--- config.mk ---
export PLATFORM = sky130hd
export DESIGN_NAME = core_data_periph_demux
export DESIGN_NICKNAME = d
export VERILOG_FILES = /design/src/rtl/core_data_periph_demux_pkg.sv /design/src/rtl/core_data_periph_demux_err_slave.sv /design/src/rtl/core_data_periph_demux.sv
export SDC_FILE = /design/constraint.sdc
export NUM_CORES = 1
export LEC_CHECK = 0
export BUFFER_PORTS_ARGS = -buffer_cell sky130_fd_sc_hd__buf_2
export CORE_AREA = 5 5 204 206
export CTS_CLUSTER_SIZE = 12
export DETAILED_ROUTE_END_ITERATION = 12
export DIE_AREA = 0 0 209 211
export GPL_TIMING_DRIVEN = 1
export HOLD_SLACK_MARGIN = 0.08
export MAX_ROUTING_LAYER = met4
export PLACE_DENSITY = 0.45
export SETUP_SLACK_MARGIN = 0.2
export SLEW_MARGIN = 20
export SYNTH_ARGS = -nofsm -noshare
export SYNTH_HDL_FRONTEND = slang
export SYNTH_SLANG_ARGS = --single-unit
--- constraint.sdc ---
create_clock -name clk_i -period 2.7 [get_ports clk_i]
set_input_delay 0.135 -clock clk_i [delete_from_list [all_inputs] [get_ports clk_i]]
set_output_delay 0.135 -clock clk_i [all_outputs]
set_load 0.01 [all_outputs]
--- src/rtl/core_data_periph_demux_pkg.sv ---
// core_data_periph_demux_pkg
// Shared types and constants for the core data peripheral demultiplexer.
//   - legacy fixed-width (32-bit) core data request/response structs
//   - peripheral slave index map (ERROR index is NB_SLAVES of the instance)
//   - default error slave read data
package core_data_periph_demux_pkg;

  localparam int unsigned CORE_AW = 32;
  localparam int unsigned CORE_DW = 32;

  localparam logic [31:0] ERR_DATA_DEFAULT = 32'hBADACCE5;

  // Slave index map of the cluster peripheral interconnect.
  localparam int unsigned SLV_EOC         = 0;
  localparam int unsigned SLV_TIMER       = 1;
  localparam int unsigned SLV_EVENT       = 2;
  localparam int unsigned SLV_HWPE        = 3;
  localparam int unsigned SLV_ICACHE_CTRL = 4;
  localparam int unsigned SLV_DMA         = 5;
  localparam int unsigned SLV_HMR         = 6;
  localparam int unsigned SLV_RSVD_7      = 7;
  localparam int unsigned SLV_RSVD_8      = 8;
  localparam int unsigned SLV_EXT         = 9;
  localparam int unsigned NB_SLAVES_DEFAULT = 10;

  typedef struct packed {
    logic                 req;
    logic [CORE_AW-1:0]   add;
    logic                 wen;
    logic [CORE_DW-1:0]   data;
    logic [CORE_DW/8-1:0] be;
  } core_data_req_t;

  typedef struct packed {
    logic               gnt;
    logic               r_valid;
    logic               r_opc;
    logic [CORE_DW-1:0] r_data;
  } core_data_rsp_t;

  // The error slave always sits one past the last real slave.
  function automatic int unsigned err_slave_idx(input int unsigned nb_slaves);
    return nb_slaves;
  endfunction

endpackage

--- src/rtl/core_data_periph_demux_err_slave.sv ---
// periph_err_slave
// Single-cycle error responder for unmapped slave indices. Always grants;
// every granted request returns r_valid=1, r_data=ERR_DATA, r_opc=1 one
// cycle later. Back-to-back requests give back-to-back responses.
// Ports:
//   clk_i, rst_i         clock, synchronous active-high reset
//   req_i / gnt_o        request handshake (gnt_o = req_i)
//   r_valid_o, r_data_o, r_opc_o   response
module periph_err_slave #(
  parameter int unsigned     DW       = 32,
  parameter logic [DW-1:0]   ERR_DATA = '0
) (
  input  logic          clk_i,
  input  logic          rst_i,
  input  logic          req_i,
  output logic          gnt_o,
  output logic          r_valid_o,
  output logic [DW-1:0] r_data_o,
  output logic          r_opc_o
);

  logic pend_q;

  assign gnt_o = req_i;

  always_ff @(posedge clk_i) begin
    if (rst_i) pend_q <= 1'b0;
    else       pend_q <= req_i;
  end

  assign r_valid_o = pend_q;
  assign r_data_o  = pend_q ? ERR_DATA : '0;
  assign r_opc_o   = pend_q;

endmodule

--- src/rtl/core_data_periph_demux.sv ---
// core_data_periph_demux
// Routes one core data request port to NB_SLAVES peripheral slaves by the
// address index field m_add_i[IDX_LSB +: IDX_W]; indices >= NB_SLAVES go to
// an internal error slave. Outstanding requests are limited to one target at
// a time so responses always return in issue order.
// Ports:
//   clk_i, rst_i                         clock, synchronous active-high reset
//   m_req_i, m_add_i, m_wen_i, m_data_i, m_be_i, m_gnt_o   master request
//   m_r_valid_o, m_r_data_o, m_r_opc_o   master response (opc=1 error)
//   s_req_o, s_gnt_i                     per-slave request/grant
//   s_add_o, s_wen_o, s_data_o, s_be_o   broadcast request payload
//   s_r_valid_i, s_r_data_i, s_r_opc_i   per-slave responses
//   busy_o                               requests are outstanding
module core_data_periph_demux
  import core_data_periph_demux_pkg::*;
#(
  parameter int unsigned AW              = 32,
  parameter int unsigned DW              = 32,
  parameter int unsigned NB_SLAVES       = 10,
  parameter int unsigned IDX_LSB         = 10,
  parameter int unsigned IDX_W           = $clog2(NB_SLAVES+1),
  parameter int unsigned MAX_OUTSTANDING = 4,
  parameter logic [31:0] ERR_DATA        = ERR_DATA_DEFAULT
) (
  input  logic                           clk_i,
  input  logic                           rst_i,
  input  logic                           m_req_i,
  input  logic [AW-1:0]                  m_add_i,
  input  logic                           m_wen_i,
  input  logic [DW-1:0]                  m_data_i,
  input  logic [DW/8-1:0]                m_be_i,
  output logic                           m_gnt_o,
  output logic                           m_r_valid_o,
  output logic [DW-1:0]                  m_r_data_o,
  output logic                           m_r_opc_o,
  output logic [NB_SLAVES-1:0]           s_req_o,
  output logic [AW-1:0]                  s_add_o,
  output logic                           s_wen_o,
  output logic [DW-1:0]                  s_data_o,
  output logic [DW/8-1:0]                s_be_o,
  input  logic [NB_SLAVES-1:0]           s_gnt_i,
  input  logic [NB_SLAVES-1:0]           s_r_valid_i,
  input  logic [NB_SLAVES-1:0][DW-1:0]   s_r_data_i,
  input  logic [NB_SLAVES-1:0]           s_r_opc_i,
  output logic                           busy_o
);

  localparam int unsigned CW = $clog2(MAX_OUTSTANDING+1);
  localparam logic [IDX_W-1:0] ERR_IDX  = IDX_W'(err_slave_idx(NB_SLAVES));
  localparam logic [CW-1:0]    CNT_MAX  = CW'(MAX_OUTSTANDING);
  localparam logic [DW-1:0]    ERR_DATA_DW = DW'(ERR_DATA);

  typedef struct packed {
    logic [AW-1:0]   add;
    logic            wen;
    logic [DW-1:0]   data;
    logic [DW/8-1:0] be;
  } req_payload_t;

  req_payload_t     payload;
  logic [IDX_W-1:0] idx_raw;
  logic [IDX_W-1:0] tgt;
  logic [IDX_W-1:0] tgt_q;
  logic [CW-1:0]    cnt_q;
  logic             allowed;
  logic             handshake;
  logic             rsp_valid;
  logic [DW-1:0]    rsp_data;
  logic             rsp_opc;

  logic             err_req;
  logic             err_gnt;
  logic             err_r_valid;
  logic [DW-1:0]    err_r_data;
  logic             err_r_opc;

  // Payload is broadcast; only the selected s_req_o qualifies it.
  assign payload  = '{add: m_add_i, wen: m_wen_i, data: m_data_i, be: m_be_i};
  assign s_add_o  = payload.add;
  assign s_wen_o  = payload.wen;
  assign s_data_o = payload.data;
  assign s_be_o   = payload.be;

  assign idx_raw = m_add_i[IDX_LSB +: IDX_W];
  assign tgt     = (idx_raw >= ERR_IDX) ? ERR_IDX : idx_raw;

  // Uses the registered count: a response in a full cycle or the last
  // response of a burst only opens the gate on the following cycle.
  assign allowed = (cnt_q < CNT_MAX) && ((cnt_q == '0) || (tgt == tgt_q));

  always_comb begin
    s_req_o = '0;
    err_req = 1'b0;
    m_gnt_o = 1'b0;
    if (allowed) begin
      if (tgt == ERR_IDX) begin
        err_req = m_req_i;
        m_gnt_o = err_gnt;
      end else begin
        s_req_o[tgt] = m_req_i;
        m_gnt_o      = s_gnt_i[tgt];
      end
    end
  end

  assign handshake = m_req_i & m_gnt_o;

  // Only the current target may answer, and only while something is in
  // flight; anything else is a stray response and is dropped.
  always_comb begin
    rsp_valid = 1'b0;
    rsp_data  = '0;
    rsp_opc   = 1'b0;
    if (cnt_q != '0) begin
      if (tgt_q == ERR_IDX) begin
        rsp_valid = err_r_valid;
        rsp_data  = err_r_data;
        rsp_opc   = err_r_opc;
      end else if (s_r_valid_i[tgt_q]) begin
        rsp_valid = 1'b1;
        rsp_data  = s_r_data_i[tgt_q];
        rsp_opc   = s_r_opc_i[tgt_q];
      end
    end
  end

  assign m_r_valid_o = rsp_valid;
  assign m_r_data_o  = rsp_data;
  assign m_r_opc_o   = rsp_opc;

  always_ff @(posedge clk_i) begin
    if (rst_i) begin
      cnt_q <= '0;
      tgt_q <= '0;
    end else begin
      if (handshake) tgt_q <= tgt;
      // rsp_valid is already gated by cnt_q != 0, so no underflow here.
      case ({handshake, rsp_valid})
        2'b10:   cnt_q <= cnt_q + 1'b1;
        2'b01:   cnt_q <= cnt_q - 1'b1;
        default: cnt_q <= cnt_q;
      endcase
    end
  end

  assign busy_o = (cnt_q != '0);

  periph_err_slave #(
    .DW       (DW),
    .ERR_DATA (ERR_DATA_DW)
  ) i_err_slave (
    .clk_i     (clk_i),
    .rst_i     (rst_i),
    .req_i     (err_req),
    .gnt_o     (err_gnt),
    .r_valid_o (err_r_valid),
    .r_data_o  (err_r_data),
    .r_opc_o   (err_r_opc)
  );

endmodule

==> run summary <==
synth top area cells - mux2i_1 (20%), mux4_2 (14%), buf_4 (13%)
number of top-level pins - 537
Fin Clk Skew - 0.00997 ns
count leader, synth - mux2i_1
FF-to-FF Start - tgt_q[2]
Sum Neg Setup Slack - 0 ns
Combinational Power Share - 0.837
Max clock buf depth - 2
CTS tree - built
non-filler instance count after layout - 1381
worst-margin pin slew - 0.516 ns
first-pass detailed-route iteration total - 4
sequential element share of the synthesized area - 0.0361
hold wc startpoint - rst_i
number of library cell types mapped by synthesis - 49
CTS H-Tree Depth - 1
final setup vio count - 0
main combinational cell family by area after synthesis - multiplexers
Reg2Reg Setup Slack - 0.20 ns
dominant synthesized flop cell - dfxtp_1
gpl congestion - 0.910
Area Overhead vs Synth - 55.4%
EDFF count, synth - 0
CP startpoint kind - flip-flop
post-synthesis compound-gate area fraction - 0.221
hold path cells - 2
nets - 1278
Clock Pin Slew Worst Setup and Hold Paths - 0.04 ns
DR DRC count - 0
simple-gate share of the synthesized area - 0.0841
die footprint - 44100 um2
synthesized flop and latch total - 8
max_slew headroom - 0.656
pwr/cell area - 401 nW/um2
Initial DRC Count - 234
final hold violations - 0
WL/cell - 18.8 um
outcome - completed
DIE HEIGHT - 211 um
critical-path maximum fanout - 8
Placed Instances - 1362
overall routing resource usage - 0.108
FF-to-FF End - cnt_q[2]
Post-DRT Antenna Nets - 0
vias in the first global route - 5999
Synth top area share - 0.203
Setup crit end kind - flip-flop
share of post-route cells with drive strength above 1 - 0.628
detailed placement HPWL - 20.7 mm
Switching Share - 0.484
Core ar. - 39500 um2
chip width - 209 um
min Tclk post-route - 2.50 ns
critical path arrival - 2.67 ns
synth cell count leaders - mux2i_1 (90), buf_4 (79), a21oi_1 (44)
Req. time, crit path - 2.86 ns
hold path endpoint - tgt_q[2]
Lkg Pwr - 2.93 nW
met1 GRT Util - 0.133
Starting Density - 0.112
# port buffers - 406
Post-Synthesis Cells - 528
antenna violations before repair - 4
GR Layer Usage met2 - 0.177
Hold Path Class - primary input to flip-flop
Root Buffer - clkbuf_16
Ys Warns - 0
first-pass GRT wire length - 36.2 mm
Mean Syn Cell Area - 8.40 um2
sequential share of power - 0.065
Clock Latency Late Sink - 0.24 ns
CTS Buf Count - 3
largest area contributor in the netlist - mux2i_1
Tcrit/Tclk final - 0.927
Post-Route WL - 26.0 mm
mapped cell area - 4440 um2
clk sinks - 8
reg2reg path depth - 11
via count - 5544
post-synthesis xor/xnor area fraction - 0.00395
Clk network pwr share - 0.098
MaxCap Viol Count - 0
Synth Net Count - 952
GR peak layer - met2
mux cell area share after synthesis - 0.461
VDD IR-drop max - 0.000256 V
total congestion overflow - 0
RSZ-0062 raised after global routing - true
internal power - 1.43 mW
Global Route met3 Usage - 0.0315
sw power - 1.34 mW
Cell Rows - 73
crit path kind - flip-flop to flip-flop
max-slew violation total from the final report - 0
FMAX - 399 MHz
vias per cell - 4.01
adder-cell area share of the yosys netlist - 0.00733
FFs w/ async S/R, synth - 0
pin count of the biggest net entering global routing - 72
final hold slack - 0.190 ns
[routing by layer]
metal / wire [um] / part of all wire / vias up
li1: - / - / 2602
met1: 10900 / 0.42 / 2588
met2: 12200 / 0.47 / 318
met3: 2360 / 0.091 / 36
met4: 524 / 0.020 / 0
met5: 0 / 0 / -
[timing repair]
item	CTS	global route
hold buffers	0	0
setup buffers	4	5
endpoints found under the setup margin	20	41
gates cloned	1	2
pin swaps	4	8
gates resized for setup	12	21
[critical path: stages (launching register included)]
cell	delay, ns
dfxtp_4	0.38
and2b_1	0.23
a211oi_2	0.26
o31a_1	0.22
nor3_2	0.07
inv_1	0.12
ha_4	0.15
inv_2	0.04
fa_2	0.35
xor2_1	0.15
or3_1	0.31
a21oi_1	0.15
[worst max path at each step]
stage / from / endpoint / slack, ns / cells past startpoint
6_report: tgt_q[2] / cnt_q[2] / 0.20 / 11
2_1_floorplan: tgt_q[2] / cnt_q[2] / 0.20 / 13
4_1_cts: tgt_q[0] / cnt_q[2] / 0.20 / 12
3_5_place_dp: m_add_i[10] / cnt_q[2] / 0.003 / 12
5_1_grt: tgt_q[0] / cnt_q[2] / 0.09 / 11
3_3_place_gp: m_add_i[10] / cnt_q[2] / 0.03 / 12
[power by group through the flow]
stage | Combinational (mW) | Clock (mW) | Sequential [mW]
after global placement | 2.16 | 0 | 0.179
after global routing | 2.54 | 0.285 | 0.185
final | 2.31 | 0.269 | 0.180
after CTS | 2.24 | 0.276 | 0.180
after detailed placement | 2.17 | 0 | 0.181
after floorplan | 1.43 | 0 | 0.163
[cells by family (layout without fill, tap and decap cells)]
| kind of cell | count (synthesis) | in the layout |
|---|---|---|
| AOI/OAI and AO/OA | 157 | 157 |
| muxes | 161 | 161 |
| other | 0 | 3 |
| xor gates and xnor gates | 2 | 2 |
| adders and majority gates | 2 | 2 |
| buffers and inverters | 130 | 455 |
| and+or+nand+nor | 68 | 68 |
| DFF | 8 | 8 |
[registers in the layout, summed over array words and instances (netlist names)]
signal / cells
cnt_q: 3
tgt_q: 4
i_err_slave.r_opc_o: 1
[placed cells by master, fill, tap and decap left out, types with 20 or more instances in the layout]
cell / n
mux2i_1: 88
o21ai_0: 42
nor2_1: 25
buf_4: 23
a221oi_1: 20
a21oi_1: 41
buf_2: 406
mux2_2: 41
mux4_2: 29
[through the flow]
step                       util  power (mW)  instance area (um2)  setup WS, ns
after global placement    0.166        2.34                 6560        0.0276
after global routing      0.175        3.01                 6890        0.0944
after CTS                 0.171        2.70                 6740         0.197
final                     0.175        2.76                 6890         0.197
after detailed placement  0.166        2.35                 6560       0.00283
after floorplan               -        1.59                 4470         0.200
[final cells by class]
class,instances,area (um2)
Antenna cell,3,7.51
Clock buffer,4,78.8
Fill cell,4489,32600
Inverter,10,40.0
Multi-Input combinational cell,390,3500
Sequential cell,8,173
Tap cell,525,657
Timing Repair Buffer,441,2440
(Power assumes the default switching activity.)
